File: src/rtl/router_pkg.sv
`default_nettype none
// ============================================================================
//  Package     : router_pkg
//  Description : Shared constants and types for the virtual channel router.
//                Flit width mirrors the `FLIT_DATA_WIDTH macro so that
//                macro-based and package-based users agree on one value.
//  Revision    : 1.0  initial release
// ============================================================================
`ifndef FLIT_DATA_WIDTH
`define FLIT_DATA_WIDTH 32
`endif

package router_pkg;

   localparam int FLIT_DATA_WIDTH  = `FLIT_DATA_WIDTH;
   localparam int DEFAULT_NUM_VC   = 4;
   localparam int DEFAULT_VC_DEPTH = 4;
   localparam int DEFAULT_VC_ID_W  = (DEFAULT_NUM_VC > 1) ? $clog2(DEFAULT_NUM_VC) : 1;

   typedef logic [DEFAULT_VC_ID_W-1:0] vc_id_t;

endpackage : router_pkg

`default_nettype wire

File: src/rtl/vc_fifo_slice.sv
`default_nettype none
// ============================================================================
//  Module      : vc_fifo_slice
//  Description : Storage for one virtual channel. Circular buffer with
//                explicit occupancy counter; head is first-word-fall-through.
//                Status flags come from the counter only.
//  Ports       : clk, reset (async, active-low)
//                push_i / pop_i   : already-qualified enqueue / dequeue
//                data_i           : flit to enqueue
//                head_o           : flit at read pointer (don't-care if empty)
//                count_o          : occupancy
//                empty_o, full_o, afull_o : status
//  Revision    : 1.0  initial release
// ============================================================================
module vc_fifo_slice #(
   parameter int DEPTH        = 4,
   parameter int DATA_WIDTH   = 32,
   parameter int AFULL_THRESH = DEPTH - 1,
   parameter int CNT_W        = $clog2(DEPTH + 1)
) (
   input  logic                  clk,
   input  logic                  reset,
   input  logic                  push_i,
   input  logic                  pop_i,
   input  logic [DATA_WIDTH-1:0] data_i,
   output logic [DATA_WIDTH-1:0] head_o,
   output logic [CNT_W-1:0]      count_o,
   output logic                  empty_o,
   output logic                  full_o,
   output logic                  afull_o
);

   localparam int PTR_W = (DEPTH > 1) ? $clog2(DEPTH) : 1;
   localparam logic [PTR_W-1:0] LAST_PTR = PTR_W'(DEPTH - 1);

   logic [DATA_WIDTH-1:0] mem_q [DEPTH];
   logic [PTR_W-1:0]      wr_ptr_q, wr_ptr_d;
   logic [PTR_W-1:0]      rd_ptr_q, rd_ptr_d;
   logic [CNT_W-1:0]      count_q,  count_d;

   // Explicit wrap so non-power-of-two depths work.
   always_comb begin
      wr_ptr_d = wr_ptr_q;
      rd_ptr_d = rd_ptr_q;
      count_d  = count_q;
      if (push_i) begin
         wr_ptr_d = (wr_ptr_q == LAST_PTR) ? '0 : wr_ptr_q + 1'b1;
      end
      if (pop_i) begin
         rd_ptr_d = (rd_ptr_q == LAST_PTR) ? '0 : rd_ptr_q + 1'b1;
      end
      case ({push_i, pop_i})
         2'b10:   count_d = count_q + 1'b1;
         2'b01:   count_d = count_q - 1'b1;
         default: count_d = count_q;
      endcase
   end

   always_ff @(posedge clk or negedge reset) begin
      if (!reset) begin
         wr_ptr_q <= '0;
         rd_ptr_q <= '0;
         count_q  <= '0;
      end else begin
         wr_ptr_q <= wr_ptr_d;
         rd_ptr_q <= rd_ptr_d;
         count_q  <= count_d;
      end
   end

   // Storage carries no reset; contents are only observable once counted.
   always_ff @(posedge clk) begin
      if (push_i) begin
         mem_q[wr_ptr_q] <= data_i;
      end
   end

   assign head_o  = mem_q[rd_ptr_q];
   assign count_o = count_q;
   assign empty_o = (count_q == '0);
   assign full_o  = (count_q == CNT_W'(DEPTH));
   assign afull_o = (count_q >= CNT_W'(AFULL_THRESH));

endmodule : vc_fifo_slice

`default_nettype wire

File: src/rtl/vc_input_buffer.sv
`default_nettype none
// ============================================================================
//  Module      : vc_input_buffer
//  Description : Per-input-port flit buffer: NUM_VC independent FIFOs sharing
//                one tagged write port and one selected read port. Returns one
//                registered credit per accepted pop and keeps sticky error
//                flags for rejected writes and pops.
//  Ports       : clk, reset (async, active-low)
//                wr_valid/wr_vc/wr_data : tagged write port
//                rd_pop/rd_vc/rd_data   : read select, dequeue, FWFT head
//                vc_empty/vc_full/vc_almost_full/vc_count : per-VC status
//                credit_valid/credit_vc : upstream credit return
//                overflow_err/underflow_err/clear_err     : sticky errors
//  Revision    : 1.0  initial release
// ============================================================================
module vc_input_buffer
   import router_pkg::*;
#(
   parameter int NUM_VC       = DEFAULT_NUM_VC,
   parameter int VC_DEPTH     = DEFAULT_VC_DEPTH,
   parameter int DATA_WIDTH   = FLIT_DATA_WIDTH,
   parameter int AFULL_THRESH = VC_DEPTH - 1,
   parameter int VC_ID_W      = (NUM_VC > 1) ? $clog2(NUM_VC) : 1,
   parameter int CNT_W        = $clog2(VC_DEPTH + 1)
) (
   input  logic                      clk,
   input  logic                      reset,
   input  logic                      wr_valid,
   input  logic [VC_ID_W-1:0]        wr_vc,
   input  logic [DATA_WIDTH-1:0]     wr_data,
   input  logic                      rd_pop,
   input  logic [VC_ID_W-1:0]        rd_vc,
   output logic [DATA_WIDTH-1:0]     rd_data,
   output logic [NUM_VC-1:0]         vc_empty,
   output logic [NUM_VC-1:0]         vc_full,
   output logic [NUM_VC-1:0]         vc_almost_full,
   output logic [NUM_VC*CNT_W-1:0]   vc_count,
   output logic                      credit_valid,
   output logic [VC_ID_W-1:0]        credit_vc,
   output logic                      overflow_err,
   output logic                      underflow_err,
   input  logic                      clear_err
);

   // One extra bit so the range test is meaningful for any NUM_VC.
   localparam logic [VC_ID_W:0] NUM_VC_EXT = (VC_ID_W + 1)'(NUM_VC);

   logic [DATA_WIDTH-1:0] w_head [NUM_VC];
   logic [CNT_W-1:0]      w_count [NUM_VC];
   logic [NUM_VC-1:0]     w_empty, w_full, w_afull;
   logic [NUM_VC-1:0]     w_push, w_pop;

   logic w_wr_in_range, w_rd_in_range;
   logic w_wr_accept,   w_pop_accept;

   logic               credit_valid_q;
   logic [VC_ID_W-1:0] credit_vc_q;
   logic               overflow_err_q,  overflow_err_d;
   logic               underflow_err_q, underflow_err_d;

   assign w_wr_in_range = ({1'b0, wr_vc} < NUM_VC_EXT);
   assign w_rd_in_range = ({1'b0, rd_vc} < NUM_VC_EXT);

   // Acceptance uses registered status only: a pop on an empty VC is never
   // bypassed by a same-cycle write, and a write to a full VC is never
   // admitted by a same-cycle pop.
   assign w_wr_accept  = wr_valid && w_wr_in_range && !w_full[wr_vc];
   assign w_pop_accept = rd_pop   && w_rd_in_range && !w_empty[rd_vc];

   generate
      for (genvar i = 0; i < NUM_VC; i++) begin : g_vc
         assign w_push[i] = w_wr_accept  && (wr_vc == VC_ID_W'(i));
         assign w_pop[i]  = w_pop_accept && (rd_vc == VC_ID_W'(i));

         vc_fifo_slice #(
            .DEPTH        (VC_DEPTH),
            .DATA_WIDTH   (DATA_WIDTH),
            .AFULL_THRESH (AFULL_THRESH),
            .CNT_W        (CNT_W)
         ) u_slice (
            .clk     (clk),
            .reset   (reset),
            .push_i  (w_push[i]),
            .pop_i   (w_pop[i]),
            .data_i  (wr_data),
            .head_o  (w_head[i]),
            .count_o (w_count[i]),
            .empty_o (w_empty[i]),
            .full_o  (w_full[i]),
            .afull_o (w_afull[i])
         );

         assign vc_count[i*CNT_W +: CNT_W] = w_count[i];
      end
   endgenerate

   always_comb begin
      rd_data = '0;
      if (w_rd_in_range) begin
         rd_data = w_head[rd_vc];
      end
   end

   // Clear drops the held value; a new event in the same cycle still sets.
   always_comb begin
      overflow_err_d  = (overflow_err_q  && !clear_err) || (wr_valid && !w_wr_accept);
      underflow_err_d = (underflow_err_q && !clear_err) || (rd_pop   && !w_pop_accept);
   end

   always_ff @(posedge clk or negedge reset) begin
      if (!reset) begin
         credit_valid_q  <= 1'b0;
         credit_vc_q     <= '0;
         overflow_err_q  <= 1'b0;
         underflow_err_q <= 1'b0;
      end else begin
         credit_valid_q  <= w_pop_accept;
         if (w_pop_accept) begin
            credit_vc_q <= rd_vc;
         end
         overflow_err_q  <= overflow_err_d;
         underflow_err_q <= underflow_err_d;
      end
   end

   assign vc_empty       = w_empty;
   assign vc_full        = w_full;
   assign vc_almost_full = w_afull;
   assign credit_valid   = credit_valid_q;
   assign credit_vc      = credit_vc_q;
   assign overflow_err   = overflow_err_q;
   assign underflow_err  = underflow_err_q;

endmodule : vc_input_buffer

`default_nettype wire

File: config.mk
export PLATFORM = sky130hd
export DESIGN_NAME = vc_input_buffer
export DESIGN_NICKNAME = d
export VERILOG_FILES = /design/src/rtl/router_pkg.sv /design/src/rtl/vc_fifo_slice.sv /design/src/rtl/vc_input_buffer.sv
export SDC_FILE = /design/constraint.sdc
export NUM_CORES = 1
export LEC_CHECK = 0
export CORE_MARGIN = 2
export CORE_UTILIZATION = 31
export CTS_CLUSTER_SIZE = 8
export DETAILED_ROUTE_END_ITERATION = 8
export GPL_TIMING_DRIVEN = 0
export PLACE_DENSITY = 0.52
export SETUP_SLACK_MARGIN = 0.02
export SYNTH_ARGS = -nofsm -noshare
export SYNTH_HDL_FRONTEND = slang
export SYNTH_SLANG_ARGS = --single-unit
File: constraint.sdc
create_clock -name clk -period 2.3 [get_ports clk]
set_input_delay 0.69 -clock clk [delete_from_list [all_inputs] [get_ports clk]]
set_output_delay 0.69 -clock clk [all_outputs]
set_load 0.005 [all_outputs]
==> results by group <==
Finish
  • Final instance area: 28100 sq um
  • Fin cells: ~2200
  • Finished Core Util: 0.410
  • Area grow syn2layout: 31.1%
  • Layout net count: around 1300
  • Share of layout cells above drive strength 1: 0.454
  • Antenna cells: 0

Setup path
  • R2r setup slk: -0.05 ns
  • Crit path DAT: 2.63 ns
  • Levels on crit path: 6
  • Setup CP Type: flip-flop to primary output
  • Slowest CP cell: mux4_2
  • Crit path largest cell delay: ~0.57 ns
  • Reg2Reg Depth: 12
  • FF-to-FF End: g_vc[3].u_slice.count_o[2]
  • Bufs and invs on worst path: 4
  • CP Capture Type: primary output
  • WP data required: between 1.5 and 2 ns
  • CP Cell Sequence: buf_12 > buf_12 > buf_6 > mux4_2 > mux4_2 > buf_2
  • Critical path peak fanout: 8
  • Reg-to-reg startpoint: g_vc[1].u_slice.count_o[0]
  • Startpoint Class: flip-flop
  • Largest delay contributor family on the critical path: multiplexers

Yosys
  • XOR/XNOR share of the synthesized area: 0.00490
  • Post-synth ARST share: 0.0606
  • Syn_area_per_cell: around 23 sq um
  • Largest family of logic cells by synthesized area: multiplexers
  • Cell taking the most area after synthesis: edfxtp_1
  • Post-synthesis cell count: slightly above 900
  • Commonest cells in the netlist: 512 x edfxtp_1, 161 x mux4_2, 33 x dfrtp_1
  • Mapped Nets: between 900 and 1000
  • Most common cell in the netlist: edfxtp_1
  • Synth Warn #: 0
  • Adder-Cell Fraction of Synth Area: 0.0177
  • Yosys cell types: 29
  • Sequential fraction of the synthesis area: 0.756
  • Main area contributors after synthesis: edfxtp_1 72%, mux4_2 17%, dfrtp_1 3.9%
  • EDFF count, synth: 512
  • Post-Syn Area: roughly 21000 sq um
  • Main flop type after synthesis: edfxtp_1
  • Synth Area in Compound Gates: 0.00566
  • Post-Synth Simple-Gate Area: 0.0168
  • Seq cells post-synth: between 500 and 600
  • Post-synth top area share: 0.717
  • Post-synthesis mux area share: 0.176

Routing
  • Wire per inst: between 20 and 30 um
  • Vias: between 10000 and 15000
  • Final Routed Wirelength: about 58000 um
  • First-pass iteration count of the detailed router: 4
  • 1st-iter DRT viols: about 850
  • Antenna Nets Post-Route: 0
  • Post-route DRC: 0
  • Vias per inst: 4.82

Clocking
  • # hold bufs at CTS: 0
  • Clock transition at path regs: 0.05 ns
  • CTS tree: done
  • Clk sinks: between 500 and 600
  • H-tree lvl count: 3
  • CTS Buf Count: between 70 and 80
  • Bufs on Longest Clock Path: 3
  • Skew-Pair Late Insertion Delay: 0.60 ns
  • CTS root buf: clkbuf_16

Run status
  • Failing checks: negative setup slack
  • Status: finished, violations left

STA
  • Final worst path period need: roughly 3.3 ns
  • Final hold slack: 0.207 ns
  • Slew Viols, Final: 0
  • Unrepaired setup endpoints after global routing: true
  • Setup ws final: -1.02 ns
  • Least-Margin Pin Slew: 1.07 ns
  • Final TNS setup: -30.32 ns
  • Setup Skew: between 0.02 and 0.03 ns
  • Period utilization: 1.45
  • Slew Limit Headroom: 0.290
  • Final hold vios: 0
  • Setup violations, final: 37
  • Fmax: ~300 MHz

Floorplan
  • Die area: about 71000 sq um
  • Die X: 267 um
  • Starting Density: 0.313
  • Die Ht: around 270 um
  • Core area: ~69000 sq um
  • I/O pin count: 102
  • Rows: between 90 and 100

GRT
  • Vias in the first global route: ~12000
  • GRT overflow: 0
  • First-pass GRT wire length: a little over 80000 um
  • Initial antenna violation count: 3
  • GR Util All Layers: 0.166
  • Largest net degree at the start of global routing: 34

Placement
  • Post-Place Setup Slack: -1.39 ns
  • IO buf count: between 90 and 100
  • GP Congestion: between 0.6 and 0.7
  • Placed insts: just under 2000
  • DP Area: about 24000 sq um
  • Final HPWL DP: between 20000 and 30000 um

Power
  • Tot Pwr: about 34 mW
  • Power Internal: about 25 mW
  • Pwr Density: between 1000 and 1500 nW/um^2
  • Leak: about 9.6 nW
  • Comb pwr share: 0.348
  • Net switching power: 9.26 mW
  • Sw Ratio: 0.271
  • Peak VDD IR: 514 uV
  • Clock power share: 0.300
  • Part of the power in registers: 0.352

Min path
  • Hold Crit Class: primary input to async pin

Run
  • Max Cap Violations: 0
-- layout by cell type, fill, tap and decap left out, drive strengths merged --
cell	count
mux2i	2
nor3	9
mux2	10
nor2b	2
buf	249
nand2	16
inv	29
mux4	161
a21o	4
bufbuf	1
xor2	8
clkbuf	103
nor4b	1
nor2	13
a22o	2
clkinv	2
dfrtp	33
fa	4
dlygate4sd2	9
edfxtp	512
dlymetal6s2s	1
and2	29
ha	24
clkdlybuf4s50	41
clkdlybuf4s15	1
xnor2	4
nor4bb	1
or3	1
nor3b	5
o21ai	13
-- worst max path at each step --
stage / slack, ns / end / start
6_report: -1.02 / rd_data[22] / g_vc[3].u_slice.rd_ptr_q[0]
2_1_floorplan: -0.19 / g_vc[0].u_slice.count_o[2] / rd_vc[1]
3_5_place_dp: -1.39 / g_vc[3].u_slice.mem_q[0][11] / wr_vc[1]
4_1_cts: -1.04 / rd_data[7] / g_vc[3].u_slice.rd_ptr_q[0]
3_3_place_gp: -1.35 / g_vc[3].u_slice.mem_q[0][11] / wr_vc[1]
5_1_grt: -1.07 / rd_data[22] / g_vc[3].u_slice.rd_ptr_q[0]
-- routing by layer --
| metal | global-route usage | part of all wire |
|---|---|---|
| met5 | 0 | 0.00047 |
| met4 | 0.0431 | 0.015 |
| met3 | 0.0281 | 0.039 |
| met2 | 0.285 | 0.51 |
| met1 | 0.219 | 0.43 |
-- kinds of logic (layout without fill, tap and decap cells) --
group	count (synthesis)	after routing
mux	173	173
flops	545	545
buf+inv	81	436
compound gates	19	19
simple gates	65	77
fa+ha+maj	28	28
xor+xnor	12	12
-- power by group through the flow --
stage	Combinational (mW)	Sequential [mW]	Clock [mW]
2_1_floorplan	5.31	12.2	0
3_3_place_gp	8.53	12.2	0
3_5_place_dp	8.64	12.3	0
4_1_cts	11.7	12.0	10.5
5_1_grt	12.6	12.1	10.9
6_report	11.9	12.0	10.2
-- final cells by class --
| class | count | area, sq um |
|---|---|---|
| timing repair buffer | 264 | 2770 |
| buffer | 46 | 613 |
| clock buffer | 95 | 2100 |
| tap | 931 | 1160 |
| sequential | 545 | 16200 |
| clock inverter | 3 | 45.0 |
| inverter | 28 | 105 |
| fill | 6022 | 40500 |
| multi-input combinational | 309 | 5090 |
-- registers in the layout, indices dropped and copies added (netlist names) --
| signal | flops |
|---|---|
| g_vc.u_slice.wr_ptr_q | 8 |
| credit_valid | 1 |
| underflow_err | 1 |
| credit_vc | 2 |
| g_vc.u_slice.mem_q | 512 |
| g_vc.u_slice.count_o | 12 |
| g_vc.u_slice.rd_ptr_q | 8 |
| overflow_err | 1 |
-- timing repair --
action,in CTS,in global routing
endpoints found under the setup margin,570,248
buffers inserted,148,18
pin swaps,44,10
cloned,15,0
gates resized for setup,354,40
No activity file was read; power rests on OpenSTA's default activity.
